**src/rtl/bcd_pkg.sv**
```systemverilog
`default_nettype none
// ---------------------------------------------------------------------------
// bcd_pkg : shared types and constant helpers for the binary-to-BCD converter
// Revision : 1.0
// ---------------------------------------------------------------------------
package bcd_pkg;

  typedef enum logic [0:0] {
    IDLE  = 1'b0,
    SHIFT = 1'b1
  } bcd_state_t;

  // Elaboration-time power of ten, wide enough for any realistic DIGITS.
  function automatic logic [63:0] pow10(input int n);
    logic [63:0] acc;
    acc = 64'd1;
    for (int k = 0; k < n; k++) begin
      acc = acc * 64'd10;
    end
    return acc;
  endfunction

  function automatic logic [63:0] max_val(input int digits);
    return pow10(digits) - 64'd1;
  endfunction

endpackage
`default_nettype wire

```
**src/rtl/bcd_add3.sv**
```systemverilog
`default_nettype none
// ---------------------------------------------------------------------------
// bcd_add3 : double-dabble digit correction, adds 3 to nibbles of 5 or more
// Revision : 1.0
// ---------------------------------------------------------------------------
module bcd_add3 (
  input  logic [3:0] din,
  output logic [3:0] dout
);

  assign dout = (din >= 4'd5) ? din + 4'd3 : din;

endmodule
`default_nettype wire

```
**src/rtl/binary_to_bcd_seq.sv**
```systemverilog
`default_nettype none
// ---------------------------------------------------------------------------
// binary_to_bcd_seq : one-bit-per-clock double-dabble converter, saturating
// Revision : 1.0
// ---------------------------------------------------------------------------
module binary_to_bcd_seq
  import bcd_pkg::*;
#(
  parameter int BIN_WIDTH = 20,
  parameter int DIGITS    = 6
) (
  input  logic                  clk,
  input  logic                  rst_n,
  input  logic                  start,
  input  logic [BIN_WIDTH-1:0]  bin_in,
  output logic                  busy,
  output logic                  done,
  output logic [4*DIGITS-1:0]   bcd_out,
  output logic [DIGITS-1:0]     blank_mask,
  output logic                  overflow
);

  localparam int          CNT_W        = $clog2(BIN_WIDTH + 1);
  localparam logic [63:0] MAX_VAL      = max_val(DIGITS);
  localparam bit          OVF_POSSIBLE = (BIN_WIDTH >= 64) ||
                                         (((64'd1 << BIN_WIDTH) - 64'd1) > MAX_VAL);
  localparam logic [DIGITS-1:0] BLANK_RST = {{(DIGITS-1){1'b1}}, 1'b0};

  bcd_state_t             state_q, state_d;
  logic [BIN_WIDTH-1:0]   shreg_q, shreg_d;
  logic [4*DIGITS-1:0]    scratch_q, scratch_d;
  logic [CNT_W-1:0]       cnt_q, cnt_d;
  logic                   ovf_flag_q, ovf_flag_d;
  logic [4*DIGITS-1:0]    bcd_q, bcd_d;
  logic [DIGITS-1:0]      blank_q, blank_d;
  logic                   ovf_q, ovf_d;
  logic                   done_q, done_d;

  logic [4*DIGITS-1:0]    adj;
  logic [4*DIGITS-1:0]    result_sel;
  logic [DIGITS-1:0]      blank_calc;
  logic                   ovf_cmp;
  logic                   zero_run;

  generate
    for (genvar i = 0; i < DIGITS; i++) begin : g_digit
      bcd_add3 u_add3 (
        .din  (scratch_q[4*i +: 4]),
        .dout (adj[4*i +: 4])
      );
    end

    if (OVF_POSSIBLE) begin : g_ovf_cmp
      assign ovf_cmp = 64'(bin_in) > MAX_VAL;
    end else begin : g_ovf_none
      assign ovf_cmp = 1'b0;
    end
  endgenerate

  assign result_sel = ovf_flag_q ? {DIGITS{4'h9}} : scratch_q;

  // A digit blanks only if it and every more significant digit are zero.
  always_comb begin
    zero_run   = 1'b1;
    blank_calc = '0;
    for (int i = DIGITS - 1; i >= 1; i--) begin
      zero_run      = zero_run && (result_sel[4*i +: 4] == 4'h0);
      blank_calc[i] = zero_run;
    end
  end

  always_comb begin
    state_d    = state_q;
    shreg_d    = shreg_q;
    scratch_d  = scratch_q;
    cnt_d      = cnt_q;
    ovf_flag_d = ovf_flag_q;
    bcd_d      = bcd_q;
    blank_d    = blank_q;
    ovf_d      = ovf_q;
    done_d     = 1'b0;
    case (state_q)
      IDLE: begin
        if (start) begin
          shreg_d    = bin_in;
          scratch_d  = '0;
          cnt_d      = CNT_W'(BIN_WIDTH);
          ovf_flag_d = ovf_cmp;
          state_d    = SHIFT;
        end
      end
      SHIFT: begin
        if (cnt_q != '0) begin
          // Carries out of the top digit are dropped; saturation covers them.
          scratch_d = (adj << 1) | {{(4*DIGITS-1){1'b0}}, shreg_q[BIN_WIDTH-1]};
          shreg_d   = shreg_q << 1;
          cnt_d     = cnt_q - CNT_W'(1);
        end else begin
          bcd_d   = result_sel;
          blank_d = blank_calc;
          ovf_d   = ovf_flag_q;
          done_d  = 1'b1;
          state_d = IDLE;
        end
      end
      default: state_d = IDLE;
    endcase
  end

  always_ff @(posedge clk or negedge rst_n) begin
    if (!rst_n) begin
      state_q    <= IDLE;
      shreg_q    <= '0;
      scratch_q  <= '0;
      cnt_q      <= '0;
      ovf_flag_q <= 1'b0;
      bcd_q      <= '0;
      blank_q    <= BLANK_RST;
      ovf_q      <= 1'b0;
      done_q     <= 1'b0;
    end else begin
      state_q    <= state_d;
      shreg_q    <= shreg_d;
      scratch_q  <= scratch_d;
      cnt_q      <= cnt_d;
      ovf_flag_q <= ovf_flag_d;
      bcd_q      <= bcd_d;
      blank_q    <= blank_d;
      ovf_q      <= ovf_d;
      done_q     <= done_d;
    end
  end

  assign busy       = (state_q == SHIFT);
  assign done       = done_q;
  assign bcd_out    = bcd_q;
  assign blank_mask = blank_q;
  assign overflow   = ovf_q;

endmodule
`default_nettype wire

```
**config.mk**
```make
export PLATFORM = sky130hd
export DESIGN_NAME = binary_to_bcd_seq
export DESIGN_NICKNAME = d
export VERILOG_FILES = /design/src/rtl/bcd_pkg.sv /design/src/rtl/bcd_add3.sv /design/src/rtl/binary_to_bcd_seq.sv
export SDC_FILE = /design/constraint.sdc
export NUM_CORES = 1
export LEC_CHECK = 0
export ABC_AREA = 1
export CORE_AREA = 2 2 87 89
export CTS_CLUSTER_DIAMETER = 120
export DETAILED_ROUTE_END_ITERATION = 10
export DIE_AREA = 0 0 89 91
export GPL_TIMING_DRIVEN = 0
export HOLD_SLACK_MARGIN = 0.06
export PLACE_DENSITY = 0.94
export SYNTH_ARGS = -nofsm -noshare
export SYNTH_HDL_FRONTEND = slang
export SYNTH_SLANG_ARGS = --single-unit
```
**constraint.sdc**
```tcl
create_clock -name clk -period 3.55 [get_ports clk]
set_input_delay 0.71 -clock clk [delete_from_list [all_inputs] [get_ports clk]]
set_output_delay 0.71 -clock clk [all_outputs]
set_load 0.1 [all_outputs]
```
==> flow_summary.ini <==
[worst_setup_path]
cp-end-kind = primary output
worstPathBufferInverterCount = 1
timing.critical_path.slowest_cell_delay_ns = 1.13
cpLargestDelayFamily = buffers and inverters
cp-start-kind = flip-flop
worstPathArrival_ns = 2.03
worst_path_max_delay_cell = clkdlybuf4s50_1
rrSetupSlack_ns = 1.84
critical_path_required_ns = 2.84
critical_path_peak_fanout = 2
critPathKind = reg -> out
critical_path_cell_list = clkdlybuf4s50_1

[synth]
synth_seq_cells = 82
avgSynthCellArea_um2 = 8.95
mappedNetlistNets = 494
synth_edf_count = 0
post_synth_instance_area_um2 = 4100
synth_cells = 458
postSynth.asyncResetShare = 1.00
seq_area_frac_synth = 0.502
synth_ff_type = dfrtp_1
synthesis.yosys.warnings = 0
synth.distinct_cells = 39

[clock_network]
htree_levels = 3
ctsResizeCount = 0
cts.hold.buffers_added = 0
clockRootBuffer = clkbuf_8
cts.clk_slew.worst_paths_ns = 0.09
clk-insertion-delay-late_ns = 0.36
tritoncts = done
clock_sink_count = 82
cts_inserted_buffers = 9
cts_setup_buffers = 0
max-clock-path-buffers = 2

[global_routing]
grt_start_max_net_pins = 69
grt-ovfl-total = 0
grt_usage = 0.237
grt_pass1_vias = 3367
grt_antenna_before_repair = 0
grt_pass1_wl_um = 15100

[finish]
diodes = 0
drive_above_1_share = 0.136
syn_to_final_growth_pct = 21.9
final_net_count = 560
filler_cell_count = 521

[min_path]
timing.hold.worst.class = in -> async

[floorplan]
core-area_um2 = 7140
die_y_um = 91
dieArea_um2 = 8100
floorplan.io_pins = 56
starting_density_of_the_core = 0.575
rows = 31
dieWidth_um = 89

[sta]
max_freq_mhz = 365
finalWorstSetupSlack_ns = 0.811
tightestPinTransition_ns = 0.974
report.final.slew_viol_count = 0
report.final.hold_viol_count = 0
min_period_ns = 2.74
timing.final.setup_violations = 0
rsz0062_at_grt = no
period_share = 0.771
finalClockSkew_ns = 0.0174
slew_margin_rel = 0.349

[route]
total_iterations_of_the_first_detailed_routing_run = 5
drt_drc = 0
totalWireLength_um = 8850
drtIter0Drc = 219
routed-via-count = 3437
average_wire_per_standard_cell_um = 14.1
ant_nets = 0
avgViaCountPerCell = 5.47

[place]
place_ws_ns = 1.20
place_congestion = 0.858
hpwl_um = 6430
portBuffers = 54

[run_status]
run_status = completed

[job]
maxcap_viol_count = 0
stage by stage:
| stage | TNS, ns | utilization | instances | hold slack [ns] | instance area [µm²] |
|---|---|---|---|---|---|
| floorplan | 0 | - | 458 | 0.414 | 4100 |
| global placement | -79.94 | 0.668 | 611 | 0.455 | 4760 |
| detailed placement | 0 | 0.671 | 612 | 0.455 | 4790 |
| CTS | 0 | 0.701 | 628 | 0.198 | 5000 |
| global route | 0 | 0.701 | 628 | 0.213 | 5000 |
| finish | 0 | 0.701 | 628 | 0.194 | 5000 |
sequential cells by signal, summed over array words and instances, names as in the netlist:
| name | flops |
|---|---|
| bcd_out | 24 |
| scratch_q | 24 |
| shreg_q | 20 |
| blank_mask | 5 |
| cnt_q | 5 |
| busy | 1 |
| done | 1 |
| overflow | 1 |
| ovf_flag_q | 1 |
metal layers:
layer  track usage  up-vias  part of all wire
li1              -     1636                 -
met1         0.304     1643              0.42
met2         0.387      136              0.49
met3        0.0391       22             0.065
met4         0.112        0             0.024
met5             0        -                 0
cell type report:
cell class | instances | area, µm² | share of cell area
clock inverters | 5 | 78.8 | 0.0158
well taps | 99 | 124 | 0.0248
multi-input cells | 306 | 1690 | 0.338
clock buffers | 11 | 131 | 0.0263
inverters | 51 | 191 | 0.0383
flip-flops and latches | 82 | 2060 | 0.412
plain buffers | 19 | 163 | 0.0325
repair buffers | 55 | 566 | 0.113
worst paths after layout:
check	from	endpoint	cells after the start
max	blank_mask[2]	blank_mask[2]	1
min	rst_n	scratch_q[22]	1
max reg2reg	cnt_q[0]	overflow	7
min reg2reg	blank_mask[3]	blank_mask[3]	2
max in group asynchronous	rst_n	blank_mask[4]	2
min in group clk	blank_mask[3]	blank_mask[3]	2
worst reg2reg max path, cell delays in order, from the launching register on:
cell	delay, ns
dfrtp_1	0.36
inv_1	0.13
ha_1	0.30
nand4_4	0.15
nor2_4	0.29
inv_2	0.08
buf_6	0.17
o21a_1	0.12
cell usage after synthesis (2+ instances only):
master,instances,area [µm²]
nand2_1,120,450
dfrtp_1,77,1930
inv_1,47,176
nor2_1,32,120
o21ai_0,24,120
nand3_1,20,100
o21ai_1,16,80.1
a31oi_1,14,87.6
o21ai_2,14,123
ha_1,13,163
a21oi_1,9,45.0
buf_6,8,90.1
a2bb2oi_1,7,61.3
dfstp_2,5,131
xor2_1,5,43.8
buf_2,4,20.0
buf_4,4,30.0
inv_2,4,15.0
o211ai_2,4,50.1
o22ai_1,4,25.0
nand4_1,3,18.8
o211ai_1,3,22.5
clkbuf_1,2,7.51
nor2_4,2,22.5
nor3_1,2,10.0
o22ai_2,2,25.0
layout by cell type, fill, tap and decap left out, drive strengths merged:
cell / n
nand2: 123
dfrtp: 77
o21ai: 54
clkdlybuf4s50: 53
inv: 52
nor2: 35
nand3: 21
buf: 19
a31oi: 15
ha: 13
clkbuf: 13
a21oi: 9
a2bb2oi: 7
o211ai: 7
o22ai: 6
xor2: 5
dfstp: 5
nand4: 4
nor3: 2
bufinv: 2
clkinv: 2
o31ai: 1
or2: 1
nor3b: 1
o21a: 1
conb: 1
kinds of logic (layout without fill, tap and decap cells):
family / Yosys count / in the layout / synth area share
adder cells (fa/ha/maj): 13 / 13 / 0.0397
other: 1 / 1 / 0.000915
flip-flops: 82 / 82 / 0.502
AND/OR/NAND/NOR: 187 / 187 / 0.198
AO/OA/AOI/OAI: 100 / 100 / 0.163
buffers and inverters: 70 / 141 / 0.0864
XOR/XNOR: 5 / 5 / 0.0107
Power is not shown: default switching activity piles up to over one toggle a cycle in this logic, so the estimate is an artifact.
